### config.mk
export PLATFORM = sky130hd
export DESIGN_NAME = pipe_downsizer_flat
export DESIGN_NICKNAME = d
export VERILOG_FILES = /design/src/rtl/pipe_downsizer_if.sv /design/src/rtl/pipe_downsizer.sv /design/src/flat_wrapper.sv
export SDC_FILE = /design/constraint.sdc
export NUM_CORES = 1
export LEC_CHECK = 0
export CAP_MARGIN = 20
export CORE_ASPECT_RATIO = 0.7
export CORE_UTILIZATION = 52
export DETAILED_ROUTE_END_ITERATION = 8
export PLACE_DENSITY = 0.92
export SYNTH_ARGS = -nofsm -noshare
export SYNTH_HDL_FRONTEND = slang
export SYNTH_SLANG_ARGS = --single-unit
### constraint.sdc
create_clock -name clk -period 11.4 [get_ports clk]
set_input_delay 1.14 -clock clk [delete_from_list [all_inputs] [get_ports clk]]
set_output_delay 1.14 -clock clk [all_outputs]
set_load 0.01 [all_outputs]
### src/rtl/pipe_downsizer_if.sv
// Handshake bundle for pipe_downsizer: wide input word stream and narrow output slice stream.
// Signal names match the original flat port list of the block.
interface pipe_downsizer_if #(
  parameter int unsigned IN_WIDTH  = 256,
  parameter int unsigned OUT_WIDTH = 64
);
  logic                 pipe_in_valid;
  logic [IN_WIDTH-1:0]  pipe_in_data;
  logic                 pipe_in_ready;
  logic                 pipe_out_valid;
  logic [OUT_WIDTH-1:0] pipe_out_data;
  logic                 pipe_out_last;
  logic                 pipe_out_ready;

  modport master (
    output pipe_in_valid, pipe_in_data, pipe_out_ready,
    input  pipe_in_ready, pipe_out_valid, pipe_out_data, pipe_out_last
  );

  modport slave (
    input  pipe_in_valid, pipe_in_data, pipe_out_ready,
    output pipe_in_ready, pipe_out_valid, pipe_out_data, pipe_out_last
  );
endinterface

### src/rtl/pipe_downsizer.sv
// Width-converting pipeline stage: splits each wide input word into RATIO narrow slices,
// LSB slice first, with no bubble between consecutive words.
module pipe_downsizer #(
  parameter int unsigned IN_WIDTH  = 256,
  parameter int unsigned OUT_WIDTH = 64
) (
  input  logic             clk,
  input  logic             reset,
  pipe_downsizer_if.slave  bus
);

  localparam int unsigned RATIO = IN_WIDTH / OUT_WIDTH;
  localparam int unsigned IW    = (RATIO > 1) ? $clog2(RATIO) : 1;
  localparam logic [IW-1:0] LAST_IDX = IW'(RATIO - 1);

  generate
    if (RATIO < 2 || (IN_WIDTH % OUT_WIDTH) != 0) begin : g_bad_ratio
      $error("pipe_downsizer: IN_WIDTH must be an integer multiple (>=2) of OUT_WIDTH");
    end
  endgenerate

  logic [RATIO-1:0][OUT_WIDTH-1:0] buf_q;
  logic                            full_q;
  logic [IW-1:0]                   idx_q;

  logic at_last;
  logic in_ready;
  logic in_fire;
  logic out_fire;

  // pipe_out_ready feeds pipe_in_ready combinationally so a new word can load
  // on the same edge that retires the last slice of the current one.
  always_comb begin
    at_last            = full_q && (idx_q == LAST_IDX);
    in_ready           = !full_q || (bus.pipe_out_ready && at_last);
    in_fire            = bus.pipe_in_valid && in_ready;
    out_fire           = full_q && bus.pipe_out_ready;
    bus.pipe_in_ready  = in_ready;
    bus.pipe_out_valid = full_q;
    bus.pipe_out_data  = buf_q[idx_q];
    bus.pipe_out_last  = at_last;
  end

  always_ff @(posedge clk or posedge reset) begin
    if (reset) begin
      buf_q  <= '0;
      full_q <= 1'b0;
      idx_q  <= '0;
    end else if (!full_q) begin
      if (in_fire) begin
        buf_q  <= bus.pipe_in_data;
        full_q <= 1'b1;
        idx_q  <= '0;
      end
    end else if (out_fire) begin
      if (idx_q != LAST_IDX) begin
        idx_q <= idx_q + 1'b1;
      end else if (in_fire) begin
        buf_q <= bus.pipe_in_data;
        idx_q <= '0;
      end else begin
        full_q <= 1'b0;
        idx_q  <= '0;
      end
    end
  end

endmodule

### src/flat_wrapper.sv
// flat-port wrapper written by rule: the top's interface ports become plain ports
module pipe_downsizer_flat 
#(
  parameter int unsigned IN_WIDTH  = 256,
  parameter int unsigned OUT_WIDTH = 64
)
  (clk, reset, bus_pipe_in_valid, bus_pipe_in_data, bus_pipe_out_ready, bus_pipe_in_ready, bus_pipe_out_valid, bus_pipe_out_data, bus_pipe_out_last);
  pipe_downsizer_if #(.IN_WIDTH(IN_WIDTH), .OUT_WIDTH(OUT_WIDTH)) bus_i ();
  input  logic clk;
  input  logic reset;
  input wire logic [$bits(bus_i.pipe_in_valid)-1:0] bus_pipe_in_valid;
  input wire logic [$bits(bus_i.pipe_in_data)-1:0] bus_pipe_in_data;
  input wire logic [$bits(bus_i.pipe_out_ready)-1:0] bus_pipe_out_ready;
  output wire logic [$bits(bus_i.pipe_in_ready)-1:0] bus_pipe_in_ready;
  output wire logic [$bits(bus_i.pipe_out_valid)-1:0] bus_pipe_out_valid;
  output wire logic [$bits(bus_i.pipe_out_data)-1:0] bus_pipe_out_data;
  output wire logic [$bits(bus_i.pipe_out_last)-1:0] bus_pipe_out_last;
  assign bus_i.pipe_in_valid = bus_pipe_in_valid;
  assign bus_i.pipe_in_data = bus_pipe_in_data;
  assign bus_i.pipe_out_ready = bus_pipe_out_ready;
  assign bus_pipe_in_ready = bus_i.pipe_in_ready;
  assign bus_pipe_out_valid = bus_i.pipe_out_valid;
  assign bus_pipe_out_data = bus_i.pipe_out_data;
  assign bus_pipe_out_last = bus_i.pipe_out_last;
  pipe_downsizer #(.IN_WIDTH(IN_WIDTH), .OUT_WIDTH(OUT_WIDTH)) u_core (.clk(clk), .reset(reset), .bus(bus_i));
endmodule
* Word-level counts from Yosys, hierarchy flattened *
Cells that the tools add are included.

storage, ports and cells
  register bits after elaboration = 259
  bits in latches = 0
  bits in writable memories = 0
  ROM bits = 0
  word-level logic and storage cells = 35
  memories kept = 0

cells by class
  add/subtract/negate cells = 1
  multipliers = 0
  divide/modulo/power cells = 0
  order comparisons = 1
  equality and inequality tests = 4
  shifts and indexed selects = 0
  muxes and demuxes = 14
  bitwise operators = 0
  reductions and logical operators = 9

operators by type and width
  cell                                                                   number
  256-bit two-way mux                                                    4
  64-bit binary-select mux with 2-bit select                             1
  64-bit two-way mux                                                     1
  2-bit two-way mux                                                      4
  2-bit != test (second input constant)                                  3
  1-bit logical AND                                                      4
  1-bit two-way mux                                                      4
  2-bit AND reduction                                                    2
  2-bit by 3-bit < comparator with 1-bit output (second input constant)  1
  2-bit by 1-bit adder with 2-bit output (second input constant)         1
  2-bit == test (second input constant)                                  1
  2-bit nonzero test                                                     1
  1-bit logical NOT                                                      1
  1-bit logical OR                                                       1

* Longest topological paths before layout *
Gate-level depths: netlist of run 1.

  depth after elaboration = 9
  depth in mapped cells = 6
  depth with buffers taken out = 3

* Worst setup path after synthesis of run 1 *
OpenSTA, ideal clock, no wires.

  path type = input port to output port
  start point = in bus_pipe_out_ready
  end point = out bus_pipe_in_ready
  arrival = 1.806 ns
  data required time = 10.260 ns
  setup slack = 8.454 ns
  stages = 4
  cells stage by stage = a21boi_2 > buf_2 > buf_4 > inv_1

between the ends
  word-level cells in the longest chain between the ends = 2

ends and longest elaborated chain
  element             RTL line              source
  start: declaration  flat_wrapper.sv:13    input wire logic [$bits(bus_i.pipe_out_ready)-1:0] bus_pipe_out_ready;
  1-bit logical AND   pipe_downsizer.sv:35  in_ready = !full_q || (bus.pipe_out_ready && at_last);
  1-bit logical OR    pipe_downsizer.sv:35
  end: declaration    flat_wrapper.sv:14    output wire logic [$bits(bus_i.pipe_in_ready)-1:0] bus_pipe_in_ready;

No other way between the ends.

* Worst setup path in the final report of run 1 *
  start point = reg u_core.idx_q[1]
  end point = out bus_pipe_out_data[2]

between the ends
  word-level cells in the longest chain between the ends = 2

ends and longest elaborated chain
  element                                     RTL line              source
  start: declaration                          pipe_downsizer.sv:24  logic [IW-1:0] idx_q;
  start signal: assignment                    pipe_downsizer.sv:57  idx_q <= idx_q + 1'b1;
  64-bit binary-select mux with 2-bit select  pipe_downsizer.sv:40  bus.pipe_out_data = buf_q[idx_q];
  64-bit two-way mux (implied by the code)    pipe_downsizer.sv:40
  end: declaration                            flat_wrapper.sv:16    output wire logic [$bits(bus_i.pipe_out_data)-1:0] bus_pipe_out_data;

No other way between the ends. The select of a mux whose other input is x is not followed.

==> reports/results.env, run 1 <==
CTS_POST_SETUP_BUFFERS_INSERTED=0
SYNTH.FF_LATCH_COUNT=259
SYNTH_AREA_MM2=0.0148
DIE_AREA_MM2=0.0292
WORST_SKEW_PAIR.LATE_LATENCY_PS=530
RUN_STATUS='complete, no violations'
WORST_PATH_LARGEST_CELL_DELAY_PS=860
GRT_PASS1_VIAS=11108
FINCLKSKEW_PS=15.4
ROUTE.DETAILED.WL_PER_INST_UM=21.1
GRT_ANTENNA_BEFORE_REPAIR=1
CLOCK-ROOT-BUFFER='sky130_fd_sc_hd__clkbuf_16'
DRIVE_GT1_FRAC=0.248
CRIT_PATH_MAX_FANOUT=34
PERIOD_NEEDED_PS=4340
DETAIL_ROUTE.FIRST_PASS.ITERATIONS=5
WORST-ENDPOINT-REQUIRED_PS=10260
TRITONCTS_NUM_SINKS=259
DETAIL_ROUTE.WIRELENGTH_UM=39500
SYNTH.NET_COUNT=1495
GRT_MAX_DEGREE=150
SEQ_AREA_FRAC_SYNTH=0.437
FP.COREAREA_MM2=0.0279
DP_HPWL_UM=25100
RELSLEWSLACK=0.236
FINALNETCOUNT=1737
CTS_BUFFERS=27
RR_STARTPOINT='u_core.idx_q[1]$_DFFE_PP0P_'
CRIT_PATH_ARRIVAL_TIME_PS=3200
WORSTHOLDPATHTYPE='flip-flop to flip-flop'
FMAXACHIEVABLE_GHz=0.230
FINISH.CELL_COUNT_WITHOUT_FILLERS=1866
POST_SYNTH.CELL_AREA_AVG_UM2=12.0
POST_CTS_HOLD_BUFFER_COUNT=0
REG_CLK_SLEW_REPORTED_PATHS_PS=70
HOLD-PATH-CELL-COUNT=2
YOSYSWARNINGS=0
HTREE_LEVELS=1
POST_CTS_RESIZE_COUNT=0
TRACK_USAGE=0.268
WORST_SETUP_EP='bus_pipe_out_data[2]'
PATH_CLASS='flip-flop to output port'
NETLIST.AREA_LEADER.SHARE=0.437
DRT-VIAS-PER-INSTANCE=5.77
MULTIINPUTGATEAREA_MM2=0.00656
TRITONCTS='built'
VIA_COUNT=10767
CP_CELL_SEQUENCE='buf_4 > mux4_2 > clkdlybuf4s50_1'
CLK_BUF_DEPTH=3
FP.DIEH_UM=143
WORST-SLEW-PIN-TRANSITION_PS=1150
RR_WORST_DEPTH=4
POST-LAYOUT-TOTAL-POWER_mW=5.10
SYNTHCELLS=1234
AREA_GROWTH_SYN_TO_LAYOUT_PCT=26.9
FINAL.PERIOD_UTILIZATION=0.381
SYNTH_AREA_LEADERS='sky130_fd_sc_hd__dfrtp_1, sky130_fd_sc_hd__o32ai_2, sky130_fd_sc_hd__mux4_2'
FINALSETUPVIOLCOUNT=0
START_UTIL=0.532
PWR_DENSITY_mW_PER_MM2=271
DRT_ITER0_DRC=1004
PLACEMENT.IO_BUFFERS=326
PEAK_IR_DROP_ON_THE_VDD_NETWORK_uV=145
GLOBALROUTE.TOTALOVERFLOW=0
FINAL_AREA_MM2=0.0188
FINAL.FILL_COUNT=1965
RSZ0062_AT_GRT='false'
RRSETUPSLACK_PS=8080
NUMBER_OF_LIBRARY_CELL_TYPES_MAPPED_BY_SYNTHESIS=20
FINALHOLDVIOLATIONS=0
LEAKAGE_POWER_nW=8.09
STD_CELL_ROWS=51
PLACEMENT.CELL_AREA_MM2=0.0179
DRC=0
WORST_PATH_MAX_DELAY_CELL='sky130_fd_sc_hd__dfrtp_4'
TIMING.CRITICAL_PATH.FROM_TYPE='flip-flop'
DPL.CELL_COUNT=1817
ROUTABILITYCONGESTION=0.831
BOUNDARYPINS=327
SYNTH_LARGEST_AREA_CELL='sky130_fd_sc_hd__dfrtp_1'
CRIT_PATH_END_KIND='output port'
ROUTE.ANTENNA.REMAINING_NETS=0
GRT_FIRST_PASS_WIRELENGTH_UM=61300
MAXCAP_VIOL_COUNT=0
REG2REG_TO='u_core.buf_q[23]$_DFFE_PP0P_'
CHIPWIDTH_UM=204
TIMING.SETUP.TNS_PS=0
TIMING.CRITICAL_PATH.FROM='u_core.idx_q[1]$_DFFE_PP0P_'
FINAL-SEQ-AREA_MM2=0.00649
FINALMAXSLEWVIOLATIONS=0
[worst min-delay path by stage]
stage | end | from | slack (ps)
finish | u_core.buf_q[33]$_DFFE_PP0P_ | u_core.buf_q[33]$_DFFE_PP0P_ | 540
floorplan | u_core.buf_q[33]$_DFFE_PP0P_ | u_core.buf_q[33]$_DFFE_PP0P_ | 520
detailed placement | u_core.buf_q[24]$_DFFE_PP0P_ | u_core.buf_q[24]$_DFFE_PP0P_ | 540
global placement | u_core.buf_q[23]$_DFFE_PP0P_ | u_core.buf_q[23]$_DFFE_PP0P_ | 530
global route | u_core.buf_q[186]$_DFFE_PP0P_ | u_core.buf_q[186]$_DFFE_PP0P_ | 570
CTS | u_core.buf_q[24]$_DFFE_PP0P_ | u_core.buf_q[24]$_DFFE_PP0P_ | 550
[metal layers]
metal	part of all wire	global-route usage
met2	0.47	0.417
met5	0	0
met1	0.43	0.378
met4	0.024	0.0677
met3	0.075	0.0634
[worst max-delay path, delay by kind of cell, from the launching register on]
kind	cells	cell delay (ps)
flip-flops	1	860
buffers and inverters	2	1170
multiplexers	1	620
[synthesized netlist by cell type]
cell,n
sky130_fd_sc_hd__nand2b_1,1
sky130_fd_sc_hd__nor4bb_1,1
sky130_fd_sc_hd__clkbuf_1,29
sky130_fd_sc_hd__ha_1,1
sky130_fd_sc_hd__a21boi_2,1
sky130_fd_sc_hd__o32ai_1,16
sky130_fd_sc_hd__buf_4,20
sky130_fd_sc_hd__nor2b_1,1
sky130_fd_sc_hd__nand2_1,257
sky130_fd_sc_hd__o32ai_2,240
sky130_fd_sc_hd__a31o_2,2
sky130_fd_sc_hd__and3_1,2
sky130_fd_sc_hd__buf_6,28
sky130_fd_sc_hd__inv_1,258
sky130_fd_sc_hd__clkbuf_4,1
sky130_fd_sc_hd__or2_2,1
sky130_fd_sc_hd__dfrtp_1,259
sky130_fd_sc_hd__mux4_2,64
sky130_fd_sc_hd__and2_1,1
sky130_fd_sc_hd__buf_2,51
[layout make-up]
type / instances / share of cell area
well taps: 371 / 0.0247
repair buffers: 342 / 0.182
diodes: 1 / 0.000133
multi-input cells: 588 / 0.349
flip-flops and latches: 259 / 0.345
clock buffers: 37 / 0.0401
clock inverters: 10 / 0.00699
inverters: 258 / 0.0519
[registers in the layout (all words and copies together), names as in the netlist]
name,cells
u_core.buf_q,256
u_core.idx_q,2
u_core.bus.pipe_out_valid,1
[kinds of logic (layout without fill, tap and decap cells)]
family,after synthesis,after routing,synth area share
AO/OA/AOI/OAI,259,259,0.275
flip-flops,259,259,0.437
multiplexers,64,64,0.0972
buffers and inverters,387,647,0.122
other,0,1,0
adder cells (fa/ha/maj),1,1,0.000844
AND/OR/NAND/NOR,264,264,0.0683
[metrics by stage]
step	hold WS (ps)	worst slack [ps]	util
floorplan	516	3130	-
global placement	528	6880	0.642
detailed placement	538	6820	0.642
CTS	548	6970	0.673
global route	573	6870	0.674
finish	545	7060	0.674
[power by group]
| part | internal, mW | switching, mW |
|---|---|---|
| Combinational | 1.50 | 1.00 |
| Clock | 0.528 | 0.369 |
| Sequential | 1.38 | 0.329 |
[placed cells by master (no fill, tap or decap), drive strengths merged]
cell type	netlist	layout
a21boi	1	1
a31o	2	2
and2	1	1
and3	2	2
buf	99	16
bufinv	0	3
clkbuf	30	38
clkdlybuf4s50	0	325
clkinv	0	5
clkinvlp	0	1
dfrtp	259	259
diode	0	1
ha	1	1
inv	258	259
mux4	64	64
nand2	257	257
nand2b	1	1
nor2b	1	1
nor4bb	1	1
o32ai	256	256
or2	1	1
Power figures use the tool's default switching activity.
==> run 2: changes to the inputs <==
--- a/config.mk
+++ b/config.mk
@@ -7,9 +7,9 @@
 export LEC_CHECK = 0
 export CAP_MARGIN = 20
 export CORE_ASPECT_RATIO = 0.7
-export CORE_UTILIZATION = 52
+export CORE_UTILIZATION = 47
 export DETAILED_ROUTE_END_ITERATION = 8
-export PLACE_DENSITY = 0.92
+export PLACE_DENSITY = 0.88
 export SYNTH_ARGS = -nofsm -noshare
 export SYNTH_HDL_FRONTEND = slang
 export SYNTH_SLANG_ARGS = --single-unit
==> constraint.sdc (replaced) <==
create_clock -name clk -period 3.5 [get_ports clk]
set_input_delay 0.35 -clock clk [delete_from_list [all_inputs] [get_ports clk]]
set_output_delay 0.35 -clock clk [all_outputs]
set_load 0.01 [all_outputs]
==> run 2 against run 1 <==
Compared with the run above:
- critical path depth unchanged
- critical path type unchanged
- die area increased by 11%
- final cell count increased by 2.9%
- clock power increased to 3.2 times the previous value
- design area increased by 1.5%
==> reports/results.env, run 2 (synthesis gave the netlist of run 1 again) <==
MULTIINPUTGATEAREA_MM2=0.00656
AREA_GROWTH_SYN_TO_LAYOUT_PCT=28.7
LEAKAGE_POWER_nW=8.17
VIA_COUNT=10826
PEAK_IR_DROP_ON_THE_VDD_NETWORK_uV=437
RUN_STATUS='complete, no violations'
FINALMAXSLEWVIOLATIONS=0
WORST-ENDPOINT-REQUIRED_PS=3150
TRITONCTS_NUM_SINKS=259
CRIT_CELLS=3
START_UTIL=0.486
CRIT_PATH_ARRIVAL_TIME_PS=2870
FINAL-SEQ-AREA_MM2=0.00649
CRIT_PATH_END_KIND='output port'
FP.DIEH_UM=151
STD_CELL_ROWS=53
WORST_SKEW_PAIR.LATE_LATENCY_PS=530
DP_HPWL_UM=26700
TRITONCTS='built'
CTS_BUFFERS=27
REG2REG_TO='u_core.buf_q[5]$_DFFE_PP0P_'
GRT_MAX_DEGREE=191
CP_CELL_SEQUENCE='buf_4 > mux4_2 > clkdlybuf4s50_1'
WORST_SETUP_EP='bus_pipe_out_data[56]'
DIE_AREA_MM2=0.0323
CRITPATHBUFINV=2
FINCLKSKEW_PS=9.16
DPL.CELL_COUNT=1869
LARGEST_REG_FLOPS=256
DRT-VIAS-PER-INSTANCE=5.64
TIMING.CRITICAL_PATH.FROM_TYPE='flip-flop'
PERIOD_NEEDED_PS=3220
FINAL.HOLD.WORST_SLACK_PS=152
PWR_DENSITY_mW_PER_MM2=877
POST-PLACE-WS_PS=778
FP.COREAREA_MM2=0.0305
CLOCK-ROOT-BUFFER='sky130_fd_sc_hd__clkbuf_16'
MAXCAP_VIOL_COUNT=0
TRACK_USAGE=0.249
FINISH.CELL_COUNT_WITHOUT_FILLERS=1920
WORST_PATH_LARGEST_CELL_DELAY_PS=920
WORSTHOLDPATHTYPE='input pin to async pin'
PLACEMENT.IO_BUFFERS=326
SETUP_WS_PS=279
RR_STARTPOINT='u_core.idx_q[0]$_DFFE_PP0P_'
DRC=0
WORST_PATH_MAX_DELAY_CELL='sky130_fd_sc_hd__dfrtp_4'
RRSETUPSLACK_PS=870
REG_CLK_SLEW_REPORTED_PATHS_PS=60
POST-LAYOUT-TOTAL-POWER_mW=16.7
FINALCOREUTILIZATION=0.626
FINALSETUPVIOLCOUNT=0
DETAIL_ROUTE.FIRST_PASS.ITERATIONS=9
CTS_POST_SETUP_BUFFERS_INSERTED=0
REGISTERS.TOP_BY_FF_COUNT='u_core.buf_q'
ROUTE.DETAILED.WL_PER_INST_UM=20.9
GRT_FIRST_PASS_WIRELENGTH_UM=63200
GLOBALROUTE.TOTALOVERFLOW=0
GRT_PASS1_VIAS=11337
BOUNDARYPINS=327
DRIVE_GT1_FRAC=0.251
FINAL_COMMON_CELL='sky130_fd_sc_hd__clkdlybuf4s50_1'
MOST-COMMON-LAYOUT-CELLS='sky130_fd_sc_hd__clkdlybuf4s50_1, sky130_fd_sc_hd__inv_1, sky130_fd_sc_hd__nand2_1, sky130_fd_sc_hd__dfrtp_1, sky130_fd_sc_hd__o32ai_2'
GRT_ANTENNA_BEFORE_REPAIR=3
HTREE_LEVELS=1
CLK_BUF_DEPTH=3
POST_CTS_HOLD_BUFFER_COUNT=0
CRIT_PATH_MAX_FANOUT=38
CHIPWIDTH_UM=214
TIMING.CRITICAL_PATH.FROM='u_core.idx_q[0]$_DFFE_PP0P_'
POST_CTS_RESIZE_COUNT=0
DETAIL_ROUTE.WIRELENGTH_UM=40200
FINALHOLDVIOLATIONS=0
DRT_ITER0_DRC=1007
RELSLEWSLACK=0.331
RR_WORST_DEPTH=4
WORST_PATH_DOMINANT_CELL_FAMILY='flip-flops'
FINAL.PERIOD_UTILIZATION=0.920
FINAL.FILL_COUNT=2281
WORST-SLEW-PIN-TRANSITION_PS=1000
ROUTABILITYCONGESTION=0.840
FMAXACHIEVABLE_GHz=0.310
PATH_CLASS='flip-flop to output port'
ROUTE.ANTENNA.REMAINING_NETS=0
RSZ0062_AT_GRT='false'
FINALNETCOUNT=1747
==> run 2: cell types whose count changed in the layout (fill, tap and decap cells not counted) <==
| cell | before | now |
|---|---|---|
| sky130_fd_sc_hd__buf_12 | 2 | 16 |
| sky130_fd_sc_hd__buf_16 | 1 | 0 |
| sky130_fd_sc_hd__buf_4 | 13 | 10 |
| sky130_fd_sc_hd__clkbuf_1 | 6 | 9 |
| sky130_fd_sc_hd__clkinv_2 | 5 | 4 |
| sky130_fd_sc_hd__diode_2 | 1 | 4 |
| sky130_fd_sc_hd__inv_6 | 1 | 0 |
| sky130_fd_sc_hd__inv_8 | 1 | 0 |
==> run 2: how the worst min path moves through the flow <==
| stage | endpoint | from |
|---|---|---|
| floorplan | u_core.buf_q[39]$_DFFE_PP0P_ | bus_pipe_in_data[39] |
| finish | u_core.buf_q[178]$_DFFE_PP0P_ | reset |
| detailed placement | u_core.buf_q[24]$_DFFE_PP0P_ | u_core.buf_q[24]$_DFFE_PP0P_ |
| CTS | u_core.buf_q[178]$_DFFE_PP0P_ | reset |
| global route | u_core.buf_q[178]$_DFFE_PP0P_ | reset |
| global placement | u_core.buf_q[25]$_DFFE_PP0P_ | u_core.buf_q[25]$_DFFE_PP0P_ |
==> run 2: where the power goes <==
part / internal, mW / leakage [nW] / switching (mW) / total (mW)
registers: 4.48 / 3.16 / 1.09 / 5.58
clock network: 1.72 / 0.430 / 1.19 / 2.91
logic: 4.96 / 4.58 / 3.28 / 8.25
==> run 2: area by class of cell <==
class                           count  share of cell area
Inverter                          258              0.0509
Clock buffer                       40              0.0401
Multi-Input combinational cell    588               0.344
Sequential cell                   259               0.340
Clock inverter                      7             0.00577
Timing Repair Buffer              352               0.192
Tap cell                          412              0.0270
Antenna cell                        4            0.000525
==> run 2: routing by layer <==
metal	part of all wire	routed length, µm	vias up	global-route usage
met2	0.47	19000	386	0.393
met5	0	0	-	0
met1	0.44	17700	5534	0.351
li1	-	-	4845	-
met3	0.066	2640	61	0.0541
met4	0.023	915	0	0.0596
==> run 2: per-stage QoR <==
stage | area [µm²] | TNS (ps)
after floorplan | 14800 | -68270
after global placement | 18200 | 0
after detailed placement | 18200 | 0
after CTS | 19100 | 0
after global routing | 19100 | 0
final | 19100 | 0
==> run 2: worst reg2reg max path, stage by stage, from the launching register on <==
cell	delay (ps)
sky130_fd_sc_hd__dfrtp_4	760
sky130_fd_sc_hd__ha_1	410
sky130_fd_sc_hd__a21boi_4	270
sky130_fd_sc_hd__buf_12	650
sky130_fd_sc_hd__o32ai_2	370
